## src/rtl/switch_input_unit_if.sv

```systemverilog
// Bundles the operator-input path of switch_input_unit: board-side raw inputs,
// the control-unit request, and the stall/grant/data results back to the CPU.
interface switch_input_unit_if #(
    parameter int DATA_WIDTH = 16
);
    logic [DATA_WIDTH-1:0] raw_switches;
    logic                  raw_enter;
    logic                  in_request;
    logic [DATA_WIDTH-1:0] switches_data;
    logic                  in_stall;
    logic                  in_ready;

    modport master (
        output raw_switches,
        output raw_enter,
        output in_request,
        input  switches_data,
        input  in_stall,
        input  in_ready
    );

    modport slave (
        input  raw_switches,
        input  raw_enter,
        input  in_request,
        output switches_data,
        output in_stall,
        output in_ready
    );
endinterface

```

## src/rtl/switch_input_unit.sv

```systemverilog
// CPU IN-path front end: synchronises switches and the enter button, debounces
// the button, and stalls the PC until a fresh press grants one latched switch word.
module switch_input_unit #(
    parameter int DEBOUNCE_CYCLES = 4,
    parameter int DATA_WIDTH      = 16
) (
    input  logic               clock,
    input  logic               reset,
    switch_input_unit_if.slave bus
);
    localparam int              CW       = $clog2(DEBOUNCE_CYCLES);
    localparam logic [CW-1:0]   CNT_LAST = CW'(DEBOUNCE_CYCLES - 1);

    typedef enum logic [1:0] {
        IDLE         = 2'd0,
        WAIT_PRESS   = 2'd1,
        GRANT        = 2'd2,
        WAIT_RELEASE = 2'd3
    } state_t;

    logic [DATA_WIDTH-1:0] r_sw_s1;
    logic [DATA_WIDTH-1:0] r_sw_s2;
    logic                  r_en_s1;
    logic                  r_en_s2;
    logic                  r_enter_stable;
    logic                  r_enter_stable_d;
    logic [CW-1:0]         r_cnt;
    logic [DATA_WIDTH-1:0] r_switches_data;
    state_t                r_state;
    state_t                w_next_state;
    logic                  w_press_event;
    logic                  w_latch;

    // Two-flop synchronisers for the asynchronous switches and enter button
    always_ff @(posedge clock) begin
        if (reset) begin
            r_sw_s1 <= {DATA_WIDTH{1'b0}};
            r_sw_s2 <= {DATA_WIDTH{1'b0}};
            r_en_s1 <= 1'b0;
            r_en_s2 <= 1'b0;
        end else begin
            r_sw_s1 <= bus.raw_switches;
            r_sw_s2 <= r_sw_s1;
            r_en_s1 <= bus.raw_enter;
            r_en_s2 <= r_en_s1;
        end
    end

    // Debouncer: any agreement with the stable level restarts the mismatch count
    always_ff @(posedge clock) begin
        if (reset) begin
            r_cnt            <= {CW{1'b0}};
            r_enter_stable   <= 1'b0;
            r_enter_stable_d <= 1'b0;
        end else begin
            r_enter_stable_d <= r_enter_stable;
            if (r_en_s2 == r_enter_stable) begin
                r_cnt <= {CW{1'b0}};
            end else if (r_cnt == CNT_LAST) begin
                r_enter_stable <= r_en_s2;
                r_cnt          <= {CW{1'b0}};
            end else begin
                r_cnt <= r_cnt + CW'(1);
            end
        end
    end

    assign w_press_event = r_enter_stable & ~r_enter_stable_d;

    // FSM state register and switch-word latch taken on the grant edge
    always_ff @(posedge clock) begin
        if (reset) begin
            r_state         <= IDLE;
            r_switches_data <= {DATA_WIDTH{1'b0}};
        end else begin
            r_state <= w_next_state;
            if (w_latch) begin
                r_switches_data <= r_sw_s2;
            end
        end
    end

    // Next-state logic; a dropped request beats a coincident press
    always_comb begin
        w_next_state = r_state;
        w_latch      = 1'b0;
        case (r_state)
            IDLE: begin
                if (bus.in_request) begin
                    w_next_state = WAIT_PRESS;
                end else begin
                    w_next_state = IDLE;
                end
            end
            WAIT_PRESS: begin
                if (!bus.in_request) begin
                    w_next_state = IDLE;
                end else if (w_press_event) begin
                    w_next_state = GRANT;
                    w_latch      = 1'b1;
                end else begin
                    w_next_state = WAIT_PRESS;
                end
            end
            GRANT: begin
                if (r_enter_stable) begin
                    w_next_state = WAIT_RELEASE;
                end else begin
                    w_next_state = IDLE;
                end
            end
            WAIT_RELEASE: begin
                if (!r_enter_stable) begin
                    w_next_state = IDLE;
                end else begin
                    w_next_state = WAIT_RELEASE;
                end
            end
            default: begin
                w_next_state = IDLE;
            end
        endcase
    end

    // Stall is combinational so the PC holds in the very cycle the request appears
    assign bus.in_ready      = (r_state == GRANT);
    assign bus.in_stall      = bus.in_request & (r_state != GRANT) & ~reset;
    assign bus.switches_data = r_switches_data;
endmodule

```

## src/flat_wrapper.sv

```systemverilog
// flat-port wrapper written by rule: the top's interface ports become plain ports
module switch_input_unit_flat 
#(
    parameter int DEBOUNCE_CYCLES = 4,
    parameter int DATA_WIDTH      = 16
)
  (clock, reset, bus_raw_switches, bus_raw_enter, bus_in_request, bus_switches_data, bus_in_stall, bus_in_ready);
  switch_input_unit_if #(.DATA_WIDTH(DATA_WIDTH)) bus_i ();
  input  logic clock;
  input  logic reset;
  input wire logic [$bits(bus_i.raw_switches)-1:0] bus_raw_switches;
  input wire logic [$bits(bus_i.raw_enter)-1:0] bus_raw_enter;
  input wire logic [$bits(bus_i.in_request)-1:0] bus_in_request;
  output wire logic [$bits(bus_i.switches_data)-1:0] bus_switches_data;
  output wire logic [$bits(bus_i.in_stall)-1:0] bus_in_stall;
  output wire logic [$bits(bus_i.in_ready)-1:0] bus_in_ready;
  assign bus_i.raw_switches = bus_raw_switches;
  assign bus_i.raw_enter = bus_raw_enter;
  assign bus_i.in_request = bus_in_request;
  assign bus_switches_data = bus_i.switches_data;
  assign bus_in_stall = bus_i.in_stall;
  assign bus_in_ready = bus_i.in_ready;
  switch_input_unit #(.DEBOUNCE_CYCLES(DEBOUNCE_CYCLES), .DATA_WIDTH(DATA_WIDTH)) u_core (.clock(clock), .reset(reset), .bus(bus_i));
endmodule
```

## config.mk

```make
export PLATFORM = sky130hd
export DESIGN_NAME = switch_input_unit_flat
export DESIGN_NICKNAME = d
export VERILOG_FILES = /design/src/rtl/switch_input_unit_if.sv /design/src/rtl/switch_input_unit.sv /design/src/flat_wrapper.sv
export SDC_FILE = /design/constraint.sdc
export NUM_CORES = 1
export LEC_CHECK = 0
export CAP_MARGIN = 20
export CORE_MARGIN = 1.5
export CORE_UTILIZATION = 45
export CTS_CLUSTER_DIAMETER = 30
export DETAILED_ROUTE_END_ITERATION = 12
export GPL_ROUTABILITY_DRIVEN = 0
export HOLD_SLACK_MARGIN = 0.05
export PLACE_DENSITY_LB_ADDON = 0.2
export SYNTH_ARGS = -nofsm -noshare
export SYNTH_HDL_FRONTEND = slang
export SYNTH_SLANG_ARGS = --single-unit
export TNS_END_PERCENT = 100
```

## constraint.sdc

```tcl
create_clock -name clock -period 1.28 [get_ports clock]
set_clock_uncertainty 0.2 [all_clocks]
set_input_delay 0.256 -clock clock [delete_from_list [all_inputs] [get_ports clock]]
set_output_delay 0.256 -clock clock [all_outputs]
set_load 0.005 [all_outputs]
```

==> results.cfg <==
[min_path]
hold_path.class = in2reg
min_from = reset

[synth]
avgSynthCellArea_um2 = 11.25
yosysTopAreaCellShare_pct = 59.65
synth.largest_area_cell = dfxtp_1
synth_area_um2 = 1879
synthesis.nets = 188
ys_seq_area_share_pct = 59.65
synthCells = 167
yosys_warnings = 0
synth_seq_cells = 56
synth.area.top_cells = dfxtp_1, nor2b_1, nand2b_1
ys_types = 18

[power]
p_sw_share_pct = 20.94
combPwrFrac_pct = 5.9
clkPwrFrac_pct = 33.4
intPower_w = 0.002354
ir_worst_vdd_v = 0.0008083
p_per_area_nw_per_um2 = 1163
power.switching_w = 0.0006232
sequentialPowerShare_pct = 60.7
p_leak_nw = 1.062

[critical_path]
r2r_start = u_core.r_state[1]
crit_path_start_kind = flop
cp.arrival_ns = 1.02
criticalPathCategory = reg2out
crit_chain = nor2b_4 -> nor3b_2 -> buf_2
critPathSlowestCell = dfxtp_2
reg2reg_slack_ns = -0.15
critPathMaxFanout = 2
crit_start = u_core.r_state[1]
critPathCaptureType = output port
cp_data_required_time_ns = 0.82
slowest_delay_ns = 0.34

[floorplan]
fp.dieW_um = 67.63
die_h_um = 67.63
dieArea_um2 = 4573
core-area_um2 = 4000
ioPinCount = 38
rows = 23
start_util_pct = 46.98

[grt]
gr-total-overflow = 0
grt_max_degree = 42
grt_first_pass_wirelength_um = 4892
grt_pass1_vias = 1091
groute.usage.overall_pct = 14.89
antenna_found_initial = 0

[timing]
period_needed_ns = 1.475
setup_viol = 18
setup_slack_ns = -0.1951
tightest_slew_ns = 0.2981
max_freq_mhz = 677.9
slew_viol_final = 0
min_period_over_period_pct = 115.2
slew_headroom_pct = 80.12
hold_viol = 0
rsz0062_at_grt = yes

[clocking]
clockBufferDepth = 2
postCtsHoldBufs = 0
h-tree-depth = 2
worstSkewPairLatency_ns = 0.31
cts_sinks = 56
clk_pin_slew_ns = 0.09
numCtsBuffers = 5
cts-root-buf = clkbuf_8
cts_tree = built

[cells_and_area]
nets = 244
drive_gt1_share_pct = 35.71
instances_no_fill = 274
diodes = 0
syn2layout_area_growth_pct = 36.15

[flow_run]
cap_violations = 0

[run_status]
violations = setup timing
status = complete, but fails checks

[placement]
dp_slack_ns = -0.5615
place_inst = 252
io_buffers = 37
hpwl_um = 1925

[detailed_routing]
drc = 0
vias = 1183
drtPass1Iterations = 4
drtAntennaViolNets = 0
drtIter0Drc = 40
vias_per_cell = 4.318
post_drt_wl_per_cell_um = 11.29
wirelength_um = 3094
==> cells in the final DEF, fill, tap and decap left out, types with 4 or more instances in the layout <==
master / Yosys / routed
buf_2: 1 / 19
buf_4: 0 / 16
buf_6: 1 / 4
clkbuf_8: 0 / 6
clkdlybuf4s50_1: 0 / 17
dfxtp_1: 56 / 36
dfxtp_2: 0 / 20
mux2i_1: 17 / 16
nand2b_1: 33 / 32
nor2b_1: 37 / 35
==> cell usage after synthesis (all sizes together) <==
library cell and number:
ha 1, nand3b 1, or3 1, dfxtp 56
nor2b 38, mux2i 17, nor2 3, buf 3
nand2 2, clkbuf 7, nor3b 1, inv 1
a21oi 2, nand2b 33, xnor2 1
==> kinds of logic (layout without fill, tap and decap cells) <==
group	count (synthesis)	after routing	synth area share, %
multiplexers	17	17	9.054
flip-flops	56	56	59.65
buffers and inverters	11	68	3.528
AND/OR/NAND/NOR	79	79	26.10
adder cells (fa/ha/maj)	1	1	0.6657
AO/OA/AOI/OAI	2	2	0.5326
XOR/XNOR	1	1	0.4661
==> stage by stage <==
stage,total power (W),area [um^2],hold WS [ns],TNS (ns),util (%)
finish,0.002977,2559,0.09431,-2.286,63.97
global placement,0.002004,2336,0.2046,-7.685,58.40
global route,0.003103,2559,0.08824,-3.720,63.97
CTS,0.002995,2497,0.09101,-2.866,62.43
floorplan,0.001929,1898,0.1842,-0.006337,-
detailed placement,0.002011,2336,0.2204,-8.498,58.40
==> registers in the layout, summed over array words and instances, names as in the netlist <==
name and count:
u_core.r_cnt 2, u_core.r_enter_stable_d 1, u_core.r_sw_s1 16, u_core.r_en_s2 1, u_core.r_sw_s2 16, u_core.r_enter_stable 1
u_core.bus.switches_data 16, u_core.r_state 2, u_core.r_en_s1 1
==> layer usage <==
metal	global-route usage (%)	routed length, um	vias to the layer above
li1	-	-	627
met4	7.653	55	0
met5	0	0	-
met3	5.500	152	4
met1	17.65	1381	526
met2	23.53	1505	26
==> worst max-delay path: cells and delay by family, from the launching register on <==
kind          cells  cell delay (ns)
buf+inv           1             0.13
simple gates      2             0.26
flops             1             0.34
==> power groups by stage <==
stage	clock network, W	registers [W]	logic (W)
2_1_floorplan	0	0.00184	0.0000858
3_3_place_gp	0	0.00184	0.000159
3_5_place_dp	0	0.00185	0.000164
4_1_cts	0.00102	0.00181	0.000166
5_1_grt	0.00110	0.00181	0.000192
6_report	0.000994	0.00181	0.000176
==> layout make-up <==
type	count	area, um^2
inverters	1	3.754
well taps	50	62.56
fillers	343	1441
flip-flops and latches	56	1146
multi-input cells	100	765.7
repair buffers	59	484.2
clock buffers	6	82.58
clock inverters	2	13.76
==> timing repair <==
action                     CTS  global route
setup endpoints to repair   36            21
setup buffers               10             5
pin swaps                    1             6
cloned                       1             0
resized for setup           94            13
==> path summary, 6_finish.rpt <==
kind                                      end  depth (start not counted)
setup / recovery                 bus_in_stall                          3
hold / removal              u_core.r_state[1]                          3
setup reg to reg  u_core.bus.switches_data[5]                          5
hold reg to reg             u_core.r_sw_s2[1]                          1
No activity file was read; power rests on OpenSTA's default activity.
